--- src/rtl/ps2_key_cmd_decoder.sv ---
// Maps decoded PS/2 key events onto NCH command channels.
// Each channel runs in pulse-on-release, toggle, level or pulse-on-make mode.
module ps2_key_cmd_decoder #(
  parameter int               NCH       = 4,
  parameter logic [NCH*8-1:0] KEYS_A    = {8'h25, 8'h26, 8'h1E, 8'h16},
  parameter logic [NCH*8-1:0] KEYS_B    = {8'h6B, 8'h7A, 8'h72, 8'h69},
  parameter logic [NCH-1:0]   EXT_A     = '0,
  parameter logic [NCH*2-1:0] MODE      = {2'b11, 2'b10, 2'b01, 2'b00},
  parameter int               PULSE_LEN = 4,
  parameter logic [NCH-1:0]   INIT      = '0,
  localparam int              CH_W      = (NCH > 1) ? $clog2(NCH) : 1
) (
  input  logic            clk,
  input  logic            rst_n,
  input  logic            key_event,
  input  logic [7:0]      scancode,
  input  logic            released,
  input  logic            extended,
  input  logic            clear,
  output logic [NCH-1:0]  cmd_out,
  output logic [NCH-1:0]  held,
  output logic            match_valid,
  output logic [CH_W-1:0] match_ch
);

  localparam int              CNT_W = $clog2(PULSE_LEN + 1);
  localparam logic [CNT_W-1:0] PLEN = CNT_W'(PULSE_LEN);

  // An event that arrives together with clear is discarded entirely.
  logic            accept;
  logic [NCH-1:0]  hit;
  logic [NCH-1:0]  make_hit;
  logic [NCH-1:0]  brk_hit;
  logic [CH_W-1:0] first_ch;

  assign accept = key_event & ~clear;

  for (genvar i = 0; i < NCH; i++) begin : g_match
    logic prim;
    logic alt;
    assign prim        = (scancode == KEYS_A[8*i +: 8]) && (extended == EXT_A[i]);
    assign alt         = (KEYS_B[8*i +: 8] != 8'h00) && (scancode == KEYS_B[8*i +: 8]) && !extended;
    assign hit[i]      = accept & (prim | alt);
    assign make_hit[i] = hit[i] & ~released;
    assign brk_hit[i]  = hit[i] & released;
  end

  always_comb begin
    first_ch = '0;
    for (int i = NCH - 1; i >= 0; i--) begin
      if (hit[i]) first_ch = CH_W'(i);
    end
  end

  always_ff @(posedge clk or negedge rst_n) begin
    if (!rst_n) begin
      match_valid <= 1'b0;
      match_ch    <= '0;
    end else begin
      match_valid <= |hit;
      if (|hit) match_ch <= first_ch;
    end
  end

  for (genvar i = 0; i < NCH; i++) begin : g_ch
    localparam logic [1:0] M = MODE[2*i +: 2];

    always_ff @(posedge clk or negedge rst_n) begin
      if (!rst_n)           held[i] <= 1'b0;
      else if (clear)       held[i] <= 1'b0;
      else if (make_hit[i]) held[i] <= 1'b1;
      else if (brk_hit[i])  held[i] <= 1'b0;
    end

    if (M == 2'b00 || M == 2'b11) begin : g_pulse
      logic [CNT_W-1:0] cnt;
      logic             load;
      // Repeated makes and stray breaks are filtered by the key-down state.
      if (M == 2'b00) begin : g_rel
        assign load = brk_hit[i] & held[i];
      end else begin : g_make
        assign load = make_hit[i] & ~held[i];
      end

      always_ff @(posedge clk or negedge rst_n) begin
        if (!rst_n)            cnt <= '0;
        else if (clear)        cnt <= '0;
        else if (load)         cnt <= PLEN;
        else if (cnt != '0)    cnt <= cnt - 1'b1;
      end

      assign cmd_out[i] = (cnt != '0);
    end else if (M == 2'b01) begin : g_toggle
      logic tog;
      always_ff @(posedge clk or negedge rst_n) begin
        if (!rst_n)                     tog <= INIT[i];
        else if (clear)                 tog <= INIT[i];
        else if (brk_hit[i] && held[i]) tog <= ~tog;
      end
      assign cmd_out[i] = tog;
    end else begin : g_level
      assign cmd_out[i] = held[i];
    end
  end

endmodule

--- config.mk ---
export PLATFORM = sky130hd
export DESIGN_NAME = ps2_key_cmd_decoder
export DESIGN_NICKNAME = d
export VERILOG_FILES = /design/src/rtl/ps2_key_cmd_decoder.sv
export SDC_FILE = /design/constraint.sdc
export NUM_CORES = 1
export LEC_CHECK = 0
export ABC_AREA = 1
export ABC_CLOCK_PERIOD_IN_PS = 1500
export CORE_UTILIZATION = 40
export CTS_CLUSTER_SIZE = 14
export DETAILED_ROUTE_END_ITERATION = 8
export PLACE_DENSITY = 0.67
export REMOVE_ABC_BUFFERS = 1
export SETUP_SLACK_MARGIN = 0.02
export SLEW_MARGIN = 15
export SYNTH_ARGS = -nofsm -noshare
export SYNTH_HDL_FRONTEND = slang
export SYNTH_SLANG_ARGS = --single-unit
export TNS_END_PERCENT = 30
--- constraint.sdc ---
create_clock -name clk -period 1.5 [get_ports clk]
set_input_delay 0.3 -clock clk [delete_from_list [all_inputs] [get_ports clk]]
set_output_delay 0.3 -clock clk [all_outputs]
set_load 0.03 [all_outputs]
# After elaboration in Yosys (flattened, before gate mapping)

Index checks and enable logic that the tools add are counted.

Div/mod/pow operators: 0
Bitwise operators: 24
Equality and inequality tests: 8
Reductions and logical operators: 20
Muxes and demuxes: 24
Shifts and indexed selects: 0
$mul: 0
$lt $le $gt $ge: 0
Add/subtract/negate cells: 2

Operator list:

| kind                | count |
|---|---|
| $eq 8x7->1 const B  | 4 |
| $reduce_bool 3->1   | 8 |
| $mux 3              | 6 |
| $eq 8x5->1 const B  | 2 |
| $eq 8x6->1 const B  | 2 |
| $and 1x1->1         | 15 |
| $mux 1              | 14 |
| $logic_and 1x1->1   | 9 |
| $mux 2              | 4 |
| $sub 3x1->3 const B | 2 |
| $not 1->1           | 5 |
| $or 1x1->1          | 4 |
| $reduce_or 4->1     | 1 |
| $reduce_bool 2->1   | 1 |
| $logic_not 1->1     | 1 |

Logic and storage cells: 87
Memories: 0
Output and inout port bits: 11
RAM bits: 0
Input port bits: 14
Bits in latches: 0
Bits in registers: 14
Memory bits (read-only): 0

# Logic depth before layout (Yosys ltp)

Gate-level depths: netlist of the first run.

Depth in word-level cells: 8
Gate-level depth with buffers: 10
Depth with buffers taken out: 10

# Least setup slack after synthesis of the first run

OpenSTA, ideal clock, no wires.

Path type: register to register
From: register g_ch[0].g_pulse.cnt[0]
To: register g_ch[0].g_pulse.cnt[0]
Path slack: 0.209 ns
Clock period less this slack: 1.291 ns
Buffers on the path: 0
Arrival time: 1.177 ns
Library setup time: 0.114 ns
Stages on the path, launching flop included: 10
Required time: 1.386 ns
Path through: dfrtp_1 inv_1 ha_1 inv_1 nor2_1 inv_1 nand3_1 o21ai_0 nand2_1 inv_1

Elaborated cells between the ends (all ways): 6
Those cells by class: 1 x add/sub; 3 x mux; 2 x reduce/logical

RTL lines:

| element                            | RTL line | RTL |
|---|---|---|
| start, declared                    | 76       | `logic [CNT_W-1:0] cnt;` |
| start signal, assigned             | 89       | `else if (cnt != '0) cnt <= cnt - 1'b1;` |
| $reduce_bool 3->1                  | -        |  |
| net cmd_out[0]                     | 20       | `output logic [NCH-1:0] cmd_out,` |
| $reduce_bool 3->1 (no source line) | -        |  |

The timed path passes the listed nets, and every way through them passes these cells. The select of a mux whose other input is x is not followed.
A chain may end at the register's enable or synchronous reset.

# Final worst setup path of the first run

From: register g_ch[0].g_pulse.cnt[1]
To: output cmd_out[0]

Word-level cells in the longest chain between the ends: 1

RTL lines:

| element           | RTL line | RTL |
|---|---|---|
| $reduce_bool 3->1 | 92       | `assign cmd_out[i] = (cnt != '0);` |
| end, declared     | 20       |  |

Every way passes these cells.

==> results.json, run 1 <==
{
  "final_util_pct": 67.92,
  "io_buffers": 24,
  "drt-total-wl_um": 2922,
  "area_growth_pct": 54.52,
  "grt_pass1_vias": 1088,
  "grt_antenna_before_repair": 0,
  "core_um2": 2297,
  "io_pins": 25,
  "syn_inst": 154,
  "wl_per_cell_um": 12.70,
  "cap_violations": 0,
  "power_frac_seq_pct": 26.9,
  "cts_buffers": 3,
  "critPathBufInv": 4,
  "grt_first_pass_wirelength_um": 4567,
  "grt_usage_pct": 23.17,
  "cts_tree": "done",
  "vias": 1147,
  "synth-main-ff-cell": "dfrtp_1",
  "synth_top_area_share_pct": 34.70,
  "clk_pin_slew_ns": 0.10,
  "timing.final.max_slew_violations": 0,
  "worstReg2RegStart": "g_ch[3].g_pulse.cnt[0]$_DFFE_PN0P_",
  "sw_frac_of_total_pct": 40.32,
  "diodes": 0,
  "end_kind": "output port",
  "dr.pass1.iters": 4,
  "start_kind": "register",
  "fmax_mhz": 640.8,
  "synth_area_um2": 1010,
  "first_iter_violations": 26,
  "worst_slack_ns": -0.06044,
  "place.gp.congestion": 0.8636,
  "p_clk_share_pct": 16.1,
  "finalWorstPathRequiredPeriod_ns": 1.560,
  "synth_warnings": 0,
  "crit_chain": "inv_2 -> ha_4 -> inv_2 -> nor2_4 -> inv_2 -> buf_6",
  "cp_max_fo": 3,
  "synth.avg_cell_area_um2": 6.557,
  "violations": "setup timing",
  "overflow": 0,
  "rows": 17,
  "dp_hpwl_um": 1908,
  "antenna_left": 0,
  "p_int_uw": 1081,
  "start_util_pct": 43.95,
  "hp-class": "input pin to async pin",
  "hold_buffers": 0,
  "clk-insertion-delay-late_ns": 0.29,
  "die-area_um2": 2729,
  "cp_common_cell": "inv_2",
  "relSlewSlack_pct": 79.82,
  "crit_family": "flip-flops",
  "ys_seq_elements": 14,
  "final_layout_size_suffix_gt1_share_pct": 29.70,
  "post-route-period-util_pct": 104.0,
  "tightest_slew_ns": 0.3040,
  "yosysSeqAreaShare_pct": 34.70,
  "cp_slowest_stage_delay_ns": 0.39,
  "synth.distinct_cells": 20,
  "stdcell_count": 230,
  "die_h_um": 52.24,
  "clockBufferDepth": 2,
  "synth_top_area_cell": "dfrtp_1",
  "finalPower_uw": 1812,
  "power_frac_comb_pct": 57.0,
  "run_status": "finished with violations",
  "grt_max_degree": 15,
  "cts_sinks": 14,
  "ys_top_cells_by_area": "dfrtp_1 (35%), nand2_1 (16%), inv_1 (12%)",
  "startpoint": "g_ch[0].g_pulse.cnt[1]$_DFFE_PN0P_",
  "r2r_slack_ns": 0.06,
  "cpMaxStageDelayCell": "dfrtp_1",
  "setup_viol": 2,
  "cts-root-buf": "clkbuf_4",
  "placed_cells": 216,
  "async_flop_share_pct": 100.0,
  "synth_edf_count": 0,
  "ir_drop_uv": 1061,
  "crit_type": "register to output port",
  "routed_via_density": 4.987,
  "h-tree-depth": 1,
  "hold_viol": 0,
  "die_w_um": 52.24,
  "drc": 0,
  "p_per_area_nw_per_um2": 1161,
  "finalNetCount": 221,
  "required_ns": 1.20,
  "p_leak_uw": 0.0008897,
  "fin_skew_ns": 0.001593,
  "rsz0062_at_grt": "true",
  "p_switching_uw": 730.5,
  "cp_data_arrival_time_ns": 1.26
}
## cells in the final DEF (no fill, tap or decap), types with 3 or more instances in the layout
master            n
nor2_1           11
o21ai_0           4
nor2_4            5
buf_6             3
nand4_1           4
nand2_1          36
nand3_1          12
nand2_2           8
dfrtp_1          14
inv_1            22
clkbuf_4          3
nor3_1            3
dlygate4sd2_1     9
clkdlybuf4s50_1  11
o21ai_1           6
buf_4            22
nor2_2            4
inv_2            10
## state kept, by name (all words and copies together), names as in the netlist
| name | count |
|---|---|
| g_ch.g_toggle.tog | 1 |
| match_ch | 2 |
| held | 3 |
| cmd_out | 1 |
| match_valid | 1 |
| g_ch.g_pulse.cnt | 6 |
## synth_stat cells, types with 2 or more instances
library cell / number
a21oi_1: 2
buf_4: 2
dfrtp_1: 14
ha_1: 4
inv_1: 32
nand2_1: 42
nand2_2: 2
nand3_1: 12
nand4_1: 4
nor2_1: 19
nor3_1: 3
o21ai_0: 9
xor2_1: 2
## metrics by stage
stage	TNS, ns	worst slack [ns]	hold slack [ns]	cell area [um^2]
after detailed placement	-2.924	-0.2733	0.4695	1351
after floorplan	0	0.2092	0.004409	983.4
after global routing	-0.1955	-0.1165	0.3310	1560
final	-0.06136	-0.06044	0.3027	1560
after CTS	-0.1444	-0.1444	0.3093	1455
after global placement	-2.751	-0.2512	0.4600	1351
## cell families (layout without fill, tap and decap cells)
kind of cell    Yosys count  in the layout  synth area share [%]
flops                    14             14                 34.70
simple gates             85             85                 37.05
buf+inv                  36             84                 14.87
fa+ha+maj                 4              4                 4.957
compound gates           13             13                 6.691
xor+xnor                  2              2                 1.735
## routing by layer
layer / part of all wire [%] / track usage [%]
met5: 0 / 0
met3: 4.3 / 5.797
met2: 52 / 40.38
met1: 41 / 26.21
met4: 3.1 / 10.96
## worst reg2reg max path, cell delays in order, from the launching register on
cell     delay [ns]
dfrtp_1        0.36
inv_2          0.06
ha_4           0.15
inv_2          0.06
nor2_4         0.04
buf_4          0.13
buf_4          0.12
buf_4          0.13
nand2_2        0.07
nor2_2         0.04
o21ai_1        0.12
inv_1          0.05
## final timing paths
check / endpoint / cells after the start
setup / recovery: cmd_out[0] / 6
hold / removal: match_valid$_DFF_PN0_ / 2
setup reg to reg: g_ch[3].g_pulse.cnt[1]$_DFFE_PN0P_ / 11
hold reg to reg: match_ch[0]$_DFFE_PN0P_ / 2
max in group asynchronous: held[1]$_DFFE_PN0P_ / 2
min in group clk: match_ch[0]$_DFFE_PN0P_ / 2
## layout make-up
cell class,instances,area (um^2)
inverter,33,123.9
tap,28,35.03
timing repair buffer,47,412.9
multi-input combinational,104,601.8
sequential,14,350.3
clock buffer,4,36.28
fill,207,737.0
## power groups by stage
stage	logic [uW]	clock network [uW]	registers (uW)
after floorplan	386	0	503
after global placement	614	0	476
after detailed placement	637	0	480
after CTS	833	293	482
after global routing	1120	307	494
final	1030	291	488
## what timing repair did
item / 4_1_cts / 5_1_grt
setup buffers: 7 / 3
pin swaps: 1 / 9
resized for setup: 20 / 33
setup endpoints to repair: 11 / 14
Power figures use the tool's default switching activity.
==> run 2, diff against run 1 <==
--- a/config.mk
+++ b/config.mk
@@ -6,7 +6,7 @@
 export NUM_CORES = 1
 export LEC_CHECK = 0
 export ABC_AREA = 1
-export ABC_CLOCK_PERIOD_IN_PS = 1500
+export ABC_CLOCK_PERIOD_IN_PS = 1600
 export CORE_UTILIZATION = 40
 export CTS_CLUSTER_SIZE = 14
 export DETAILED_ROUTE_END_ITERATION = 8
==> constraint.sdc (replaced) <==
create_clock -name clk -period 1.6 [get_ports clk]
set_input_delay 0.32 -clock clk [delete_from_list [all_inputs] [get_ports clk]]
set_output_delay 0.32 -clock clk [all_outputs]
set_load 0.03 [all_outputs]
==> results.json, run 2 (same netlist as run 1, synthesis figures left out) <==
{
  "finalNetCount": 218,
  "h-tree-depth": 1,
  "hold_buffers": 0,
  "p_per_area_nw_per_um2": 1054,
  "cap_violations": 0,
  "largest_register_ffs": 6,
  "clk_pin_slew_ns": 0.10,
  "grt_max_degree": 15,
  "grt_busiest_layer": "met2",
  "fill_cells": 205,
  "tightest_slew_ns": 0.3085,
  "io_pins": 25,
  "end_kind": "output port",
  "hold_viol": 0,
  "cts_sinks": 14,
  "timing.final.max_slew_violations": 0,
  "r2r_slack_ns": 0.25,
  "design_area_um2": 1500,
  "clk-insertion-delay-late_ns": 0.29,
  "final_layout_size_suffix_gt1_share_pct": 24.62,
  "cpMaxStageDelayCell": "dfrtp_1",
  "final_cell_mix": "nand2_1 (40), inv_1 (23), buf_4 (20), nor2_1 (15), dfrtp_1 (14)",
  "dp_hpwl_um": 1860,
  "routed_via_density": 4.789,
  "fin_skew_ns": 0.01478,
  "ir_drop_uv": 795.1,
  "dr.pass1.iters": 4,
  "clockBufferDepth": 2,
  "vias": 1087,
  "wl_per_cell_um": 11.56,
  "regArea_um2": 350.3,
  "overflow": 0,
  "cts-root-buf": "clkbuf_4",
  "start_kind": "register",
  "cts_tree": "done",
  "die_h_um": 52.24,
  "rsz0062_at_grt": "true",
  "crit_chain": "inv_2 -> ha_4 -> inv_2 -> nor2_4 -> inv_2 -> buf_6",
  "run_status": "finished, final reports clean",
  "worstReg2RegStart": "g_ch[0].g_pulse.cnt[0]$_DFFE_PN0P_",
  "setup_viol": 0,
  "use_met2_pct": 32.91,
  "area_growth_pct": 48.58,
  "multiInputGateArea_um2": 564.3,
  "reg2regPathDepth": 10,
  "finalWorstPathRequiredPeriod_ns": 1.573,
  "required_ns": 1.28,
  "endpoint": "cmd_out[0]",
  "first_iter_violations": 9,
  "cp_common_cell": "inv_2",
  "largest-register": "g_ch.g_pulse.cnt",
  "fmax_mhz": 635.8,
  "grt_first_pass_wirelength_um": 4057,
  "grt_use_met1_pct": 27.59,
  "place.gp.congestion": 0.8217,
  "startpoint": "g_ch[0].g_pulse.cnt[0]$_DFFE_PN0P_",
  "layout_commonest_cell": "nand2_1",
  "start_util_pct": 43.95,
  "met3_usage_pct": 5.217,
  "cts_buffers": 3,
  "drc": 0,
  "antenna_left": 0,
  "grt_antenna_before_repair": 0,
  "rows": 17,
  "grt_usage_pct": 20.20,
  "hp-class": "input pin to async pin",
  "diodes": 0,
  "cp_slowest_stage_delay_ns": 0.38,
  "reg_top3": "g_ch.g_pulse.cnt (6), held (3), match_ch (2)",
  "postPlaceCellArea_um2": 1344,
  "crit_type": "register to output port",
  "post-route-period-util_pct": 98.30,
  "cp_data_arrival_time_ns": 1.25,
  "die-area_um2": 2729,
  "grt_pass1_vias": 955,
  "drt-total-wl_um": 2623,
  "cp_max_fo": 3,
  "fin_setup_tns_ns": 0,
  "r2r_end": "g_ch[0].g_pulse.cnt[0]$_DFFE_PN0P_",
  "core_um2": 2297,
  "io_buffers": 24,
  "p_leak_uw": 0.0008726,
  "relSlewSlack_pct": 79.52,
  "die_w_um": 52.24
}
==> run 2: power breakdown <==
group | total, uW | switching, uW | internal (uW)
sequential | 457 | 40.1 | 417
clock | 261 | 122 | 139
combinational | 865 | 467 | 398
total | 1580 | 629 | 953
==> run 2: repair_timing <==
action | in CTS | in global routing
pin swaps | 1 | 7
buffers inserted | 1 | 7
cloned | 0 | 0
gates resized for setup | 16 | 21
setup endpoints to repair | 11 | 5
==> run 2: cell type report <==
type / count / area share, %
clock buffer: 4 / 2.419
inverter: 33 / 8.507
multi-input combinational: 104 / 37.61
sequential: 14 / 23.35
tap: 28 / 2.335
timing repair buffer: 44 / 25.77
==> run 2: stage by stage <==
step	power (uW)	cells	utilization [%]	setup slack [ns]	hold slack (ns)
floorplan	834.0	151	-	0.3092	0.02441
global placement	1019	215	58.50	-0.1599	0.4592
detailed placement	1040	215	58.50	-0.2108	0.4664
CTS	1340	220	60.29	-0.03738	0.3519
global route	1691	227	65.31	-0.01115	0.3501
finish	1582	227	65.31	0.02717	0.3382
==> run 2: worst min-delay path by stage <==
| stage | startpoint | end | cells after the start |
|---|---|---|---|
| global route | rst_n | cmd_out[2]$_DFFE_PN0P_ | 2 |
| CTS | rst_n | held[1]$_DFFE_PN0P_ | 2 |
| detailed placement | match_ch[0]$_DFFE_PN0P_ | match_ch[0]$_DFFE_PN0P_ | 2 |
| global placement | match_ch[0]$_DFFE_PN0P_ | match_ch[0]$_DFFE_PN0P_ | 2 |
| finish | rst_n | g_ch[0].g_pulse.cnt[2]$_DFFE_PN0P_ | 2 |
| floorplan | rst_n | cmd_out[2]$_DFFE_PN0P_ | 0 |
==> run 2: critical path: cells and delay by family, from the launching register on <==
| family | cells | cell delay [ns] |
|---|---|---|
| AND/OR/NAND/NOR | 1 | 0.12 |
| buffers and inverters | 4 | 0.34 |
| flip-flops | 1 | 0.38 |
| adder cells (fa/ha/maj) | 1 | 0.14 |
==> run 2: per-layer routing <==
metal	up-vias	part of all wire, %
li1	564	-
met3	6	4.3
met1	490	45
met2	27	49
met5	-	0
met4	0	1.5
==> run 3, diff against run 2 <==
--- a/config.mk
+++ b/config.mk
@@ -12,7 +12,7 @@
 export DETAILED_ROUTE_END_ITERATION = 8
 export PLACE_DENSITY = 0.67
 export REMOVE_ABC_BUFFERS = 1
-export SETUP_SLACK_MARGIN = 0.02
+export SKIP_CTS_REPAIR_TIMING = 1
 export SLEW_MARGIN = 15
 export SYNTH_ARGS = -nofsm -noshare
 export SYNTH_HDL_FRONTEND = slang
==> results.json, run 3 (same netlist as run 1, synthesis figures left out) <==
{
  "dp_hpwl_um": 1860,
  "pre_cts_slack_ns": -0.2108,
  "final_layout_size_suffix_gt1_share_pct": 19.49,
  "p_clk_share_pct": 17.5,
  "finalWorstPathRequiredPeriod_ns": 1.594,
  "dr.pass1.iters": 5,
  "drc": 0,
  "setup_viol": 0,
  "routed_via_density": 4.713,
  "relSlewSlack_pct": 78.07,
  "drt-total-wl_um": 2423,
  "placed_cells": 215,
  "run_status": "finished, final reports clean",
  "largest-register": "g_ch.g_pulse.cnt",
  "hold_viol": 0,
  "io_pins": 25,
  "worstReg2RegStart": "g_ch[0].g_pulse.cnt[0]$_DFFE_PN0P_",
  "cts_buffers": 3,
  "wl_per_cell_um": 10.87,
  "stdcell_count": 223,
  "vias": 1051,
  "clk_pin_slew_ns": 0.09,
  "tightest_slew_ns": 0.3285,
  "hp-class": "input pin to async pin",
  "p_switching_uw": 568.1,
  "met3_usage_pct": 5.797,
  "area_growth_pct": 45.85,
  "layout_commonest_cell": "nand2_1",
  "grt_usage_pct": 20.01,
  "r2r_end": "g_ch[0].g_pulse.cnt[0]$_DFFE_PN0P_",
  "grt_pass1_vias": 948,
  "clk-insertion-delay-late_ns": 0.28,
  "cap_violations": 0,
  "die-area_um2": 2729,
  "reg2regPathDepth": 10,
  "p_per_area_nw_per_um2": 985.5,
  "grt_busiest_layer": "met2",
  "r2r_slack_ns": 0.24,
  "worst_slack_ns": 0.006088,
  "core_um2": 2297,
  "ir_drop_uv": 863.5,
  "use_met2_pct": 32.05,
  "rsz0062_at_grt": "true",
  "crit_type": "register to output port",
  "die_w_um": 52.24,
  "end_kind": "output port",
  "antenna_left": 0,
  "power_frac_seq_pct": 31.3,
  "overflow": 0,
  "grt_antenna_before_repair": 0,
  "grt_use_met1_pct": 27.22,
  "p_leak_uw": 0.0009501,
  "finalNetCount": 214,
  "cp_max_fo": 3,
  "cp_data_arrival_time_ns": 1.27,
  "fin_skew_ns": 0.009196,
  "grt_max_degree": 15,
  "largest_register_ffs": 6,
  "io_buffers": 24,
  "start_util_pct": 43.95,
  "die_h_um": 52.24,
  "required_ns": 1.28,
  "start_kind": "register",
  "reg_top3": "g_ch.g_pulse.cnt (6), held (3), match_ch (2)",
  "power_frac_comb_pct": 51.2,
  "sw_frac_of_total_pct": 39.14,
  "post-route-period-util_pct": 99.62,
  "h-tree-depth": 1,
  "diodes": 0,
  "grt_first_pass_wirelength_um": 4015,
  "p_int_uw": 883.2,
  "first_iter_violations": 17,
  "fmax_mhz": 627.4,
  "cts_tree": "done",
  "finalPower_uw": 1451,
  "timing.final.max_slew_violations": 0,
  "rows": 17,
  "cts_sinks": 14,
  "place.gp.congestion": 0.8217,
  "final_cell_mix": "nand2_1 (42), inv_1 (27), buf_4 (17), nor2_1 (15), dfrtp_1 (14)",
  "cts-root-buf": "clkbuf_4",
  "clockBufferDepth": 2
}
==> run 3: stage by stage <==
| step | TNS, ns | hold WS, ns | util (%) | instance area (um^2) |
|---|---|---|---|---|
| global placement | -1.548 | 0.4592 | 58.50 | 1344 |
| CTS | -0.7645 | 0.3519 | 60.08 | 1380 |
| detailed placement | -2.012 | 0.4664 | 58.50 | 1344 |
| finish | 0 | 0.3430 | 64.11 | 1473 |
| global route | -0.1451 | 0.3559 | 64.11 | 1473 |
| floorplan | 0 | 0.02441 | - | 983.4 |
==> run 3: critical path, cell delays in order, from the launching register on <==
cell and delay, ns:
dfrtp_1 0.37, inv_1 0.09, ha_1 0.14, inv_1 0.06
nor2_4 0.09, inv_1 0.07, buf_4 0.17
==> run 3: worst max-delay path by stage <==
stage	from	end	slack, ns
final	g_ch[3].g_pulse.cnt[1]$_DFFE_PN0P_	cmd_out[3]	0.006
after global routing	g_ch[3].g_pulse.cnt[1]$_DFFE_PN0P_	cmd_out[3]	-0.09
after CTS	g_ch[0].g_pulse.cnt[0]$_DFFE_PN0P_	cmd_out[0]	-0.13
after detailed placement	clear	match_ch[0]$_DFFE_PN0P_	-0.21
after global placement	clear	match_ch[0]$_DFFE_PN0P_	-0.16
after floorplan	g_ch[0].g_pulse.cnt[0]$_DFFE_PN0P_	g_ch[0].g_pulse.cnt[0]$_DFFE_PN0P_	0.31
==> run 3: cell type report <==
| class | instances | area [um^2] |
|---|---|---|
| Timing Repair Buffer | 40 | 381.6 |
| Inverter | 33 | 127.6 |
| Tap cell | 28 | 35.03 |
| Fill cell | 205 | 824.5 |
| Clock buffer | 4 | 36.28 |
| Sequential cell | 14 | 350.3 |
| Multi-Input combinational cell | 104 | 541.8 |
==> run 3: layer usage <==
metal / vias up / part of all wire, % / wire (um)
li1: 553 / - / -
met1: 471 / 47 / 1145
met5: - / 0 / 0
met2: 25 / 47 / 1146
met3: 2 / 5.0 / 122
met4: 0 / 0.33 / 8
==> run 3: power by group through the flow <==
stage	clock (uW)	sequential, uW	combinational [uW]
5_1_grt	280	458	830
3_3_place_gp	0	446	572
2_1_floorplan	0	472	362
3_5_place_dp	0	450	590
4_1_cts	257	443	593
6_report	253	454	744
